$ cat config.mk
export PLATFORM = sky130hd
export DESIGN_NAME = inst_fetch_buffer
export DESIGN_NICKNAME = d
export VERILOG_FILES = /design/src/rtl/inst_fetch_buffer_pkg.sv /design/src/rtl/inst_fetch_buffer_fifo.sv /design/src/rtl/inst_fetch_buffer.sv
export SDC_FILE = /design/constraint.sdc
export NUM_CORES = 1
export LEC_CHECK = 0
export CORE_UTILIZATION = 35
export CTS_CLUSTER_DIAMETER = 50
export DETAILED_ROUTE_END_ITERATION = 6
export DONT_BUFFER_PORTS = 1
export PLACE_DENSITY = 0.47
export SYNTH_ARGS = -nofsm -noshare
export SYNTH_HDL_FRONTEND = slang
export SYNTH_SLANG_ARGS = --single-unit
$ cat constraint.sdc
create_clock -name clock -period 3.6 [get_ports clock]
set_clock_uncertainty 0.1 [all_clocks]
set_input_delay 0.18 -clock clock [delete_from_list [all_inputs] [get_ports clock]]
set_output_delay 0.18 -clock clock [all_outputs]
set_load 0.02 [all_outputs]
$ cat src/rtl/inst_fetch_buffer_pkg.sv
// Shared definitions for the instruction fetch buffer.
// These cover the fetch FSM state encoding and the widths of the {PC, instruction} entry.
package inst_fetch_buffer_pkg;

  localparam int IFB_PCW = 30;
  localparam int IFB_IW  = 32;
  localparam int IFB_EW  = IFB_PCW + IFB_IW;

  typedef enum logic [1:0] {
    IFB_IDLE = 2'd0,
    IFB_REQ  = 2'd1,
    IFB_GAP  = 2'd2
  } ifb_state_e;

  // Word addresses wrap modulo 2^30.
  function automatic logic [IFB_PCW-1:0] ifb_next_pc(input logic [IFB_PCW-1:0] pc);
    return pc + 1'b1;
  endfunction

endpackage

$ cat src/rtl/inst_fetch_buffer_fifo.sv
// Synchronous FIFO for {PC, instruction} entries, with a flush that empties it in one cycle.
// The pointers carry one extra wrap bit, so the FIFO can tell full from empty.
module inst_fetch_buffer_fifo #(
  parameter int DEPTH = 4,
  parameter int W     = 62
) (
  input  logic         clock,
  input  logic         reset,
  input  logic         push,
  input  logic         pop,
  input  logic         flush,
  input  logic [W-1:0] din,
  output logic         full,
  output logic         empty,
  output logic [W-1:0] head
);

  localparam int AW = $clog2(DEPTH);

  logic [AW:0]  wr_q, wr_d;
  logic [AW:0]  rd_q, rd_d;
  logic [W-1:0] mem_q [DEPTH];

  always_comb begin
    wr_d = wr_q;
    rd_d = rd_q;
    if (flush) begin
      wr_d = '0;
      rd_d = '0;
    end else begin
      if (push) wr_d = wr_q + 1'b1;
      if (pop)  rd_d = rd_q + 1'b1;
    end
  end

  always_ff @(posedge clock or posedge reset) begin
    if (reset) begin
      wr_q <= '0;
      rd_q <= '0;
    end else begin
      wr_q <= wr_d;
      rd_q <= rd_d;
    end
  end

  // Storage is data-only, so it is left out of reset.
  always_ff @(posedge clock) begin
    if (push && !flush) mem_q[wr_q[AW-1:0]] <= din;
  end

  assign empty = (wr_q == rd_q);
  assign full  = (wr_q[AW] != rd_q[AW]) && (wr_q[AW-1:0] == rd_q[AW-1:0]);
  assign head  = mem_q[rd_q[AW-1:0]];

endmodule

$ cat src/rtl/inst_fetch_buffer.sv
// Sequential instruction prefetcher: Read/Ready fetch FSM, PC register and FIFO to decode.
// Define IFB_BYPASS_EN to let a word fetched into an empty FIFO reach Fetch_* in its Ready cycle.
module inst_fetch_buffer
  import inst_fetch_buffer_pkg::*;
#(
  parameter int                 DEPTH       = 4,
  parameter logic [IFB_PCW-1:0] RESET_WADDR = '0
) (
  input  logic               clock,
  input  logic               reset,
  output logic [IFB_PCW-1:0] InstMem_Address,
  output logic               InstMem_Read,
  input  logic               InstMem_Ready,
  input  logic [IFB_IW-1:0]  InstMem_In,
  output logic               Fetch_Valid,
  output logic [IFB_IW-1:0]  Fetch_Inst,
  output logic [IFB_PCW-1:0] Fetch_PC,
  input  logic               Fetch_Accept,
  input  logic               Redirect,
  input  logic [IFB_PCW-1:0] Redirect_Address
);

  ifb_state_e         state_q, state_d;
  logic [IFB_PCW-1:0] pc_q, pc_d;
  logic               read_q, read_d;
  logic               push_req, fifo_push, fifo_pop;
  logic               fifo_full, fifo_empty;
  logic [IFB_EW-1:0]  fifo_head;

  always_comb begin
    state_d  = state_q;
    pc_d     = pc_q;
    push_req = 1'b0;
    case (state_q)
      IFB_IDLE: if (!fifo_full) state_d = IFB_REQ;
      IFB_REQ: begin
        if (InstMem_Ready) begin
          push_req = 1'b1;
          pc_d     = ifb_next_pc(pc_q);
          state_d  = IFB_GAP;
        end
      end
      // The ack is registered in IM, so Ready may still be high here and is ignored.
      IFB_GAP:  state_d = fifo_full ? IFB_IDLE : IFB_REQ;
      default:  state_d = IFB_IDLE;
    endcase
    // A redirect drops any word arriving this cycle and restarts through GAP.
    if (Redirect) begin
      state_d  = IFB_GAP;
      pc_d     = Redirect_Address;
      push_req = 1'b0;
    end
    read_d = (state_d == IFB_REQ);
  end

  always_ff @(posedge clock or posedge reset) begin
    if (reset) begin
      state_q <= IFB_IDLE;
      pc_q    <= RESET_WADDR;
      read_q  <= 1'b0;
    end else begin
      state_q <= state_d;
      pc_q    <= pc_d;
      read_q  <= read_d;
    end
  end

  assign InstMem_Read    = read_q;
  assign InstMem_Address = pc_q;

`ifdef IFB_BYPASS_EN
  logic bypass;

  always_comb begin
    bypass      = fifo_empty && push_req;
    Fetch_Valid = !fifo_empty || bypass;
    Fetch_Inst  = bypass ? InstMem_In : fifo_head[IFB_IW-1:0];
    Fetch_PC    = bypass ? pc_q : fifo_head[IFB_EW-1:IFB_IW];
    fifo_push   = push_req && !(bypass && Fetch_Accept);
    fifo_pop    = !fifo_empty && Fetch_Accept && !Redirect;
  end
`else
  always_comb begin
    Fetch_Valid = !fifo_empty;
    Fetch_Inst  = fifo_head[IFB_IW-1:0];
    Fetch_PC    = fifo_head[IFB_EW-1:IFB_IW];
    fifo_push   = push_req;
    fifo_pop    = !fifo_empty && Fetch_Accept && !Redirect;
  end
`endif

  inst_fetch_buffer_fifo #(
    .DEPTH (DEPTH),
    .W     (IFB_EW)
  ) u_fifo (
    .clock (clock),
    .reset (reset),
    .push  (fifo_push),
    .pop   (fifo_pop),
    .flush (Redirect),
    .din   ({pc_q, InstMem_In}),
    .full  (fifo_full),
    .empty (fifo_empty),
    .head  (fifo_head)
  );

endmodule
# --- Word-level counts from Yosys, hierarchy flattened ---
# Memories as Yosys holds them, arrays and structs flattened.
# Index checks and enable logic that the tools add are counted.
word_totals:
  regBits: 39
  ramBits: 248
  input_bits: 67
  out_inout_bits: 94
  word_cells: 44
  n_memories: 1
memory_table:
  columns: ["name", "depth", "word_bits", "rd", "rd_ports_with_merged_regs", "write_ports", "line_no", "source"]
  rows:
  - ["u_fifo.mem_q", 4, 62, 1, 0, 1, "inst_fetch_buffer_fifo.sv:22", "logic [W-1:0] mem_q [DEPTH];"]
op_classes:
  add_sub_neg: 3
  eq_ne: 6
  mux: 17
  n_reduce_logical: 12
ops:
  columns: ["operator", "count"]
  rows:
  - ["30-bit 2-to-1 mux", 3]
  - ["30-bit by 1-bit adder with 30-bit output, second input constant", 1]
  - ["3-bit 2-to-1 mux", 4]
  - ["2-bit nonzero test", 4]
  - ["3-bit by 1-bit adder with 3-bit output, second input constant", 2]
  - ["1-bit 2-to-1 mux", 6]
  - ["2-bit 2-to-1 mux", 3]
  - ["2-bit case mux with 3 select lines", 1]
  - ["2-bit by 1-bit == test with 1-bit output, second input constant", 2]
  - ["1-bit logical AND", 4]
  - ["3-bit == test", 1]
  - ["2-bit == test", 1]
  - ["2-bit == test, second input constant", 1]
  - ["1-bit logical NOT", 2]
  - ["2-bit logical NOT", 1]
  - ["2-bit AND reduction", 1]
  - ["1-bit != test", 1]

# --- Logic depth before layout (Yosys ltp) ---
logic_depth:
  word_depth: 6
  ltp_mapped: 7
  depth_no_buf: 5

# --- By module ---
# Synthesis repeated with hierarchy kept, for this count alone.
unflattened:
  cells_unflattened: 568
  hier_area_um2: 11293.3
modules_own_cells:
  columns: ["module", "n_inst", "cells_each", "area_per_inst_um2", "seq_area_each_um2"]
  rows:
  - ["inst_fetch_buffer_fifo", 1, 362, 9416.5, 7597.3]
  - ["inst_fetch_buffer", 1, 206, 1876.8, 825.8]

# --- Worst setup path before layout ---
# OpenSTA, ideal clock, no wires.
synth_path:
  path_kind: "register to register"
  from: "register state_q[1]"
  to: "memory u_fifo.mem_q[0][0], enable pin"
  setup_ns: 0.427
  arrival_time_ns: 2.430
  required_ns: 3.073
  path_slack_ns: 0.643
  path_stages_with_launch: 4
  path_buffers: 1
  synth_period_minus_slack_ns: 2.957
  path_cell_list: "dfrtp_1 -> and3b_1 -> clkbuf_1 -> and3_1"
synth_between:
  elab_chain_len: 6
synth_lines:
  columns: ["element", "line_no", "source"]
  rows:
  - ["start: declaration", "inst_fetch_buffer.sv:23", "ifb_state_e state_q, state_d;"]
  - ["start signal: assignment", "inst_fetch_buffer.sv:62", "state_q <= state_d;"]
  - ["2-bit by 1-bit == test with 1-bit output", "inst_fetch_buffer.sv:34", "case (state_q)"]
  - ["1-bit 2-to-1 mux", "inst_fetch_buffer.sv:34", null]
  - ["1-bit 2-to-1 mux", "inst_fetch_buffer.sv:48", "if (Redirect) begin"]
  - ["1-bit logical AND", "inst_fetch_buffer_fifo.sv:48", "if (push && !flush) mem_q[wr_q[AW-1:0]] <= din;"]
  - ["1-bit 2-to-1 mux", "inst_fetch_buffer_fifo.sv:48", null]
  - ["1-bit 2-to-1 mux (implied by the code)", "inst_fetch_buffer_fifo.sv:48", null]
  - ["end: declaration", "inst_fetch_buffer_fifo.sv:22", null]
# No other way between the ends.

# --- Final worst setup path ---
layout_path:
  from: "register pc_q[0], in the netlist InstMem_Address[0]"
  to: "register pc_q[22], in the netlist InstMem_Address[22]"
layout_between:
  elab_chain_len: 4
layout_lines:
  columns: ["element", "line_no", "source"]
  rows:
  - ["start: declaration", "inst_fetch_buffer.sv:24", "logic [IFB_PCW-1:0] pc_q, pc_d;"]
  - ["start signal: assignment", "inst_fetch_buffer.sv:63", "pc_q <= pc_d;"]
  - ["30-bit by 1-bit adder with 30-bit output", "inst_fetch_buffer_pkg.sv:17", "return pc + 1'b1;"]
  - ["30-bit 2-to-1 mux", "inst_fetch_buffer.sv:37", "if (InstMem_Ready) begin"]
  - ["30-bit 2-to-1 mux", "inst_fetch_buffer.sv:34", null]
  - ["30-bit 2-to-1 mux", "inst_fetch_buffer.sv:48", null]
# No other way between the ends. The select of a mux whose other input is x is not followed.
# A chain may end at the register's enable or synchronous reset.

==> results.yml <==
logic_synthesis:
  syn_nets: 645
  synthDistinctLibCells: 39
  ys_seq_elements: 287
  synth-main-ff-cell: "edfxtp_1"
  seq_area_frac_synth_pct: 75.7
  syn_inst: 572
  synth.avg_cell_area_um2: 19.4
  synthArstFlopShare_pct: 13.6
  yosys_warnings: 0
  synth_edf_count: 248
  synthesis.area_um2: 11100
routing:
  detail-route-antenna-nets: 0
  firstDrtPassIters: 4
  finalWirelength_um: 24300
  vias_per_cell: 5.25
  wl_per_cell_um: 22.4
  first_iter_violations: 258
  drc: 0
  via_count: 5692
global_routing:
  grt_max_degree: 44
  grt_pass1_vias: 6081
  antenna_found_initial: 0
  gr-total-overflow: 0
  grt_pass1_wl_um: 37400
  grtUsageTotal_pct: 15.2
clock_tree:
  post_cts_buffers: 0
  cts.sinks: 287
  cts.reportedPaths.clkPinSlew_ns: 0.06
  cts.path.max_buffers: 3
  insertion_delay_ns: 0.51
  cts_tree: "yes"
  htree_levels: 2
  cts_root_buf: "clkbuf_16"
  numCtsBuffers: 36
critical_path:
  critPathCaptureType: "register"
  start_kind: "register"
  arrival_ns: 3.13
  slowest_delay_ns: 0.75
  crit_slowest_cell: "or4_1"
  path_max_fanout: 17
  cp_common_cell: "or4_1"
  crit_required_ns: 3.91
  critical_path_class: "reg -> reg"
  worstPathCellList: "ha_1 > nand4_1 > or4_1 > or4_1 > a31oi_1"
power:
  ir_worst_vdd_mv: 0.416
  power-per-cell-area_nw_per_um2: 580
  leakagePower_nw: 4.37
floorplanning:
  die-area_um2: 32500
  start_util_pct: 36.0
  top_level_ports: 161
  fp.dieW_um: 180
  num_rows: 64
  core_um2: 30900
  fp.dieH_um: 180
timing:
  fin_crit_ns: 2.82
  hold_viol_final: 0
  rsz0062_at_grt: "no"
  tns_ns: 0
  finalSetupViolCount: 0
  fmax_ghz: 0.355
  slew_headroom_pct: 29.1
  slew_viol_final: 0
  finalCritPeriodShare_pct: 78.3
  worst_pin_slew_ns: 1.06
flow_run:
  maxCapViolCount: 0
status:
  status: "finished clean"
cells_and_area:
  drive_above_1_share_pct: 20.5
  antennaDiodeCount: 0
  final_cell_area_um2: 13600
  final_nets: 733
  area_delta_synth_final_pct: 21.9
min_path:
  min_path_type: "in -> async"
placed_design:
  dp_hpwl_um: 14600
  gp_congestion: 0.761
  place_area_um2: 11700
  portBuffers: 0
-- metal layers --
layer,GRT usage [%],share of wire [%]
met3,4.89,7.7
met2,24.8,47
met4,4.41,2.2
met1,19.5,43
met5,0,0
-- cell usage in the layout, fill, tap and decap left out, drive strengths merged, types with 2 or more instances in the layout --
master         n
a21oi          3
a31oi         16
and3           5
buf           11
bufinv         3
clkbuf        47
clkinv        10
dfrtp         39
dlygate4sd3   67
edfxtp       248
ha             6
inv           15
mux2i          2
mux4          62
nand2         26
nand3          9
nand4          6
nor2          25
nor3           3
nor4           2
o21ai         21
o311a          2
o31ai          9
or2            2
or3           10
or4           11
xnor2         11
xor2           7
-- metrics by stage --
step	util [%]	cells	total power, mW	worst slack, ns	hold WS, ns
floorplan	-	572	4.14	0.643	0.179
global placement	37.7	951	4.23	0.953	0.123
detailed placement	37.7	951	4.25	0.818	0.135
CTS	43.9	1084	7.98	0.757	0.106
global route	43.9	1084	8.16	0.626	0.137
finish	43.9	1084	7.87	0.779	0.130
-- critical path: cells and delay by family (launching register included) --
kind,cells,cell delay [ns]
AND/OR/NAND/NOR,3,1.45
AO/OA/AOI/OAI,1,0.24
adder cells (fa/ha/maj),1,0.29
flip-flops,1,0.63
-- cells by family after synthesis --
| group | share of synthesized area (%) |
|---|---|
| adder cells (fa/ha/maj) | 0.675 |
| AO/OA/AOI/OAI | 2.91 |
| XOR/XNOR | 1.42 |
| multiplexers | 12.8 |
| flip-flops | 75.7 |
| AND/OR/NAND/NOR | 5.03 |
| buffers and inverters | 1.39 |
-- area by class of cell --
type	count	area [µm²]
inverter	10	37.5
multi-input combinational	247	2560
fill	2704	17400
tap	396	495
timing repair buffer	78	803
sequential	287	8430
clock inverter	19	211
clock buffer	47	1010
-- where the power goes --
part	internal (mW)	total (mW)	switching, mW
logic	0.185	0.402	0.217
registers	3.68	3.84	0.159
clock network	2.24	3.62	1.39
-- flip-flops by register name, summed over array words and instances (netlist names) --
signal / cells
u_fifo.rd_q: 3
u_fifo.wr_q: 3
InstMem_Address: 30
u_fifo.mem_q: 248
state_q: 2
InstMem_Read: 1
-- repair_timing --
item	4_1_cts	5_1_grt
hold endpoints to repair	206	0
endpoints found under the setup margin	0	0
gates resized for setup	0	0
hold buffers	67	0
-- synth_stat cells, types with 2 or more instances --
master / instances / share of area, %
edfxtp_1: 248 / 67
nor2_1: 25 / 0.84
xnor2_1: 11 / 0.87
nand3_1: 9 / 0.40
nor3_1: 3 / 0.13
nor4_1: 2 / 0.11
nand2_1: 26 / 0.88
nand4_1: 5 / 0.28
buf_2: 4 / 0.18
a31oi_1: 16 / 0.90
or2_2: 2 / 0.11
o31ai_1: 9 / 0.61
buf_1: 8 / 0.27
o21ai_1: 7 / 0.31
o21ai_0: 14 / 0.63
mux2i_1: 2 / 0.18
dfrtp_1: 39 / 8.8
ha_1: 6 / 0.67
mux4_2: 62 / 13
or4_1: 11 / 0.74
xor2_1: 7 / 0.55
a21oi_1: 3 / 0.13
and3_1: 5 / 0.28
inv_1: 9 / 0.30
o311a_1: 2 / 0.18
clkbuf_1: 15 / 0.51
or3_1: 10 / 0.56
-- final timing paths --
check / from / end / slack (ns) / depth (start not counted)
min in group clock: InstMem_Ready / u_fifo.wr_q[1] / 0.13 / 3
hold reg to reg: u_fifo.rd_q[2] / u_fifo.rd_q[2] / 0.47 / 2
max in group asynchronous: reset / u_fifo.rd_q[1] / 2.87 / 3
hold / removal: reset / u_fifo.wr_q[2] / 0.13 / 3
setup reg to reg: InstMem_Address[0] / InstMem_Address[22] / 0.78 / 5
setup / recovery: InstMem_Address[0] / InstMem_Address[22] / 0.78 / 5
Power figures use the tool's default switching activity.
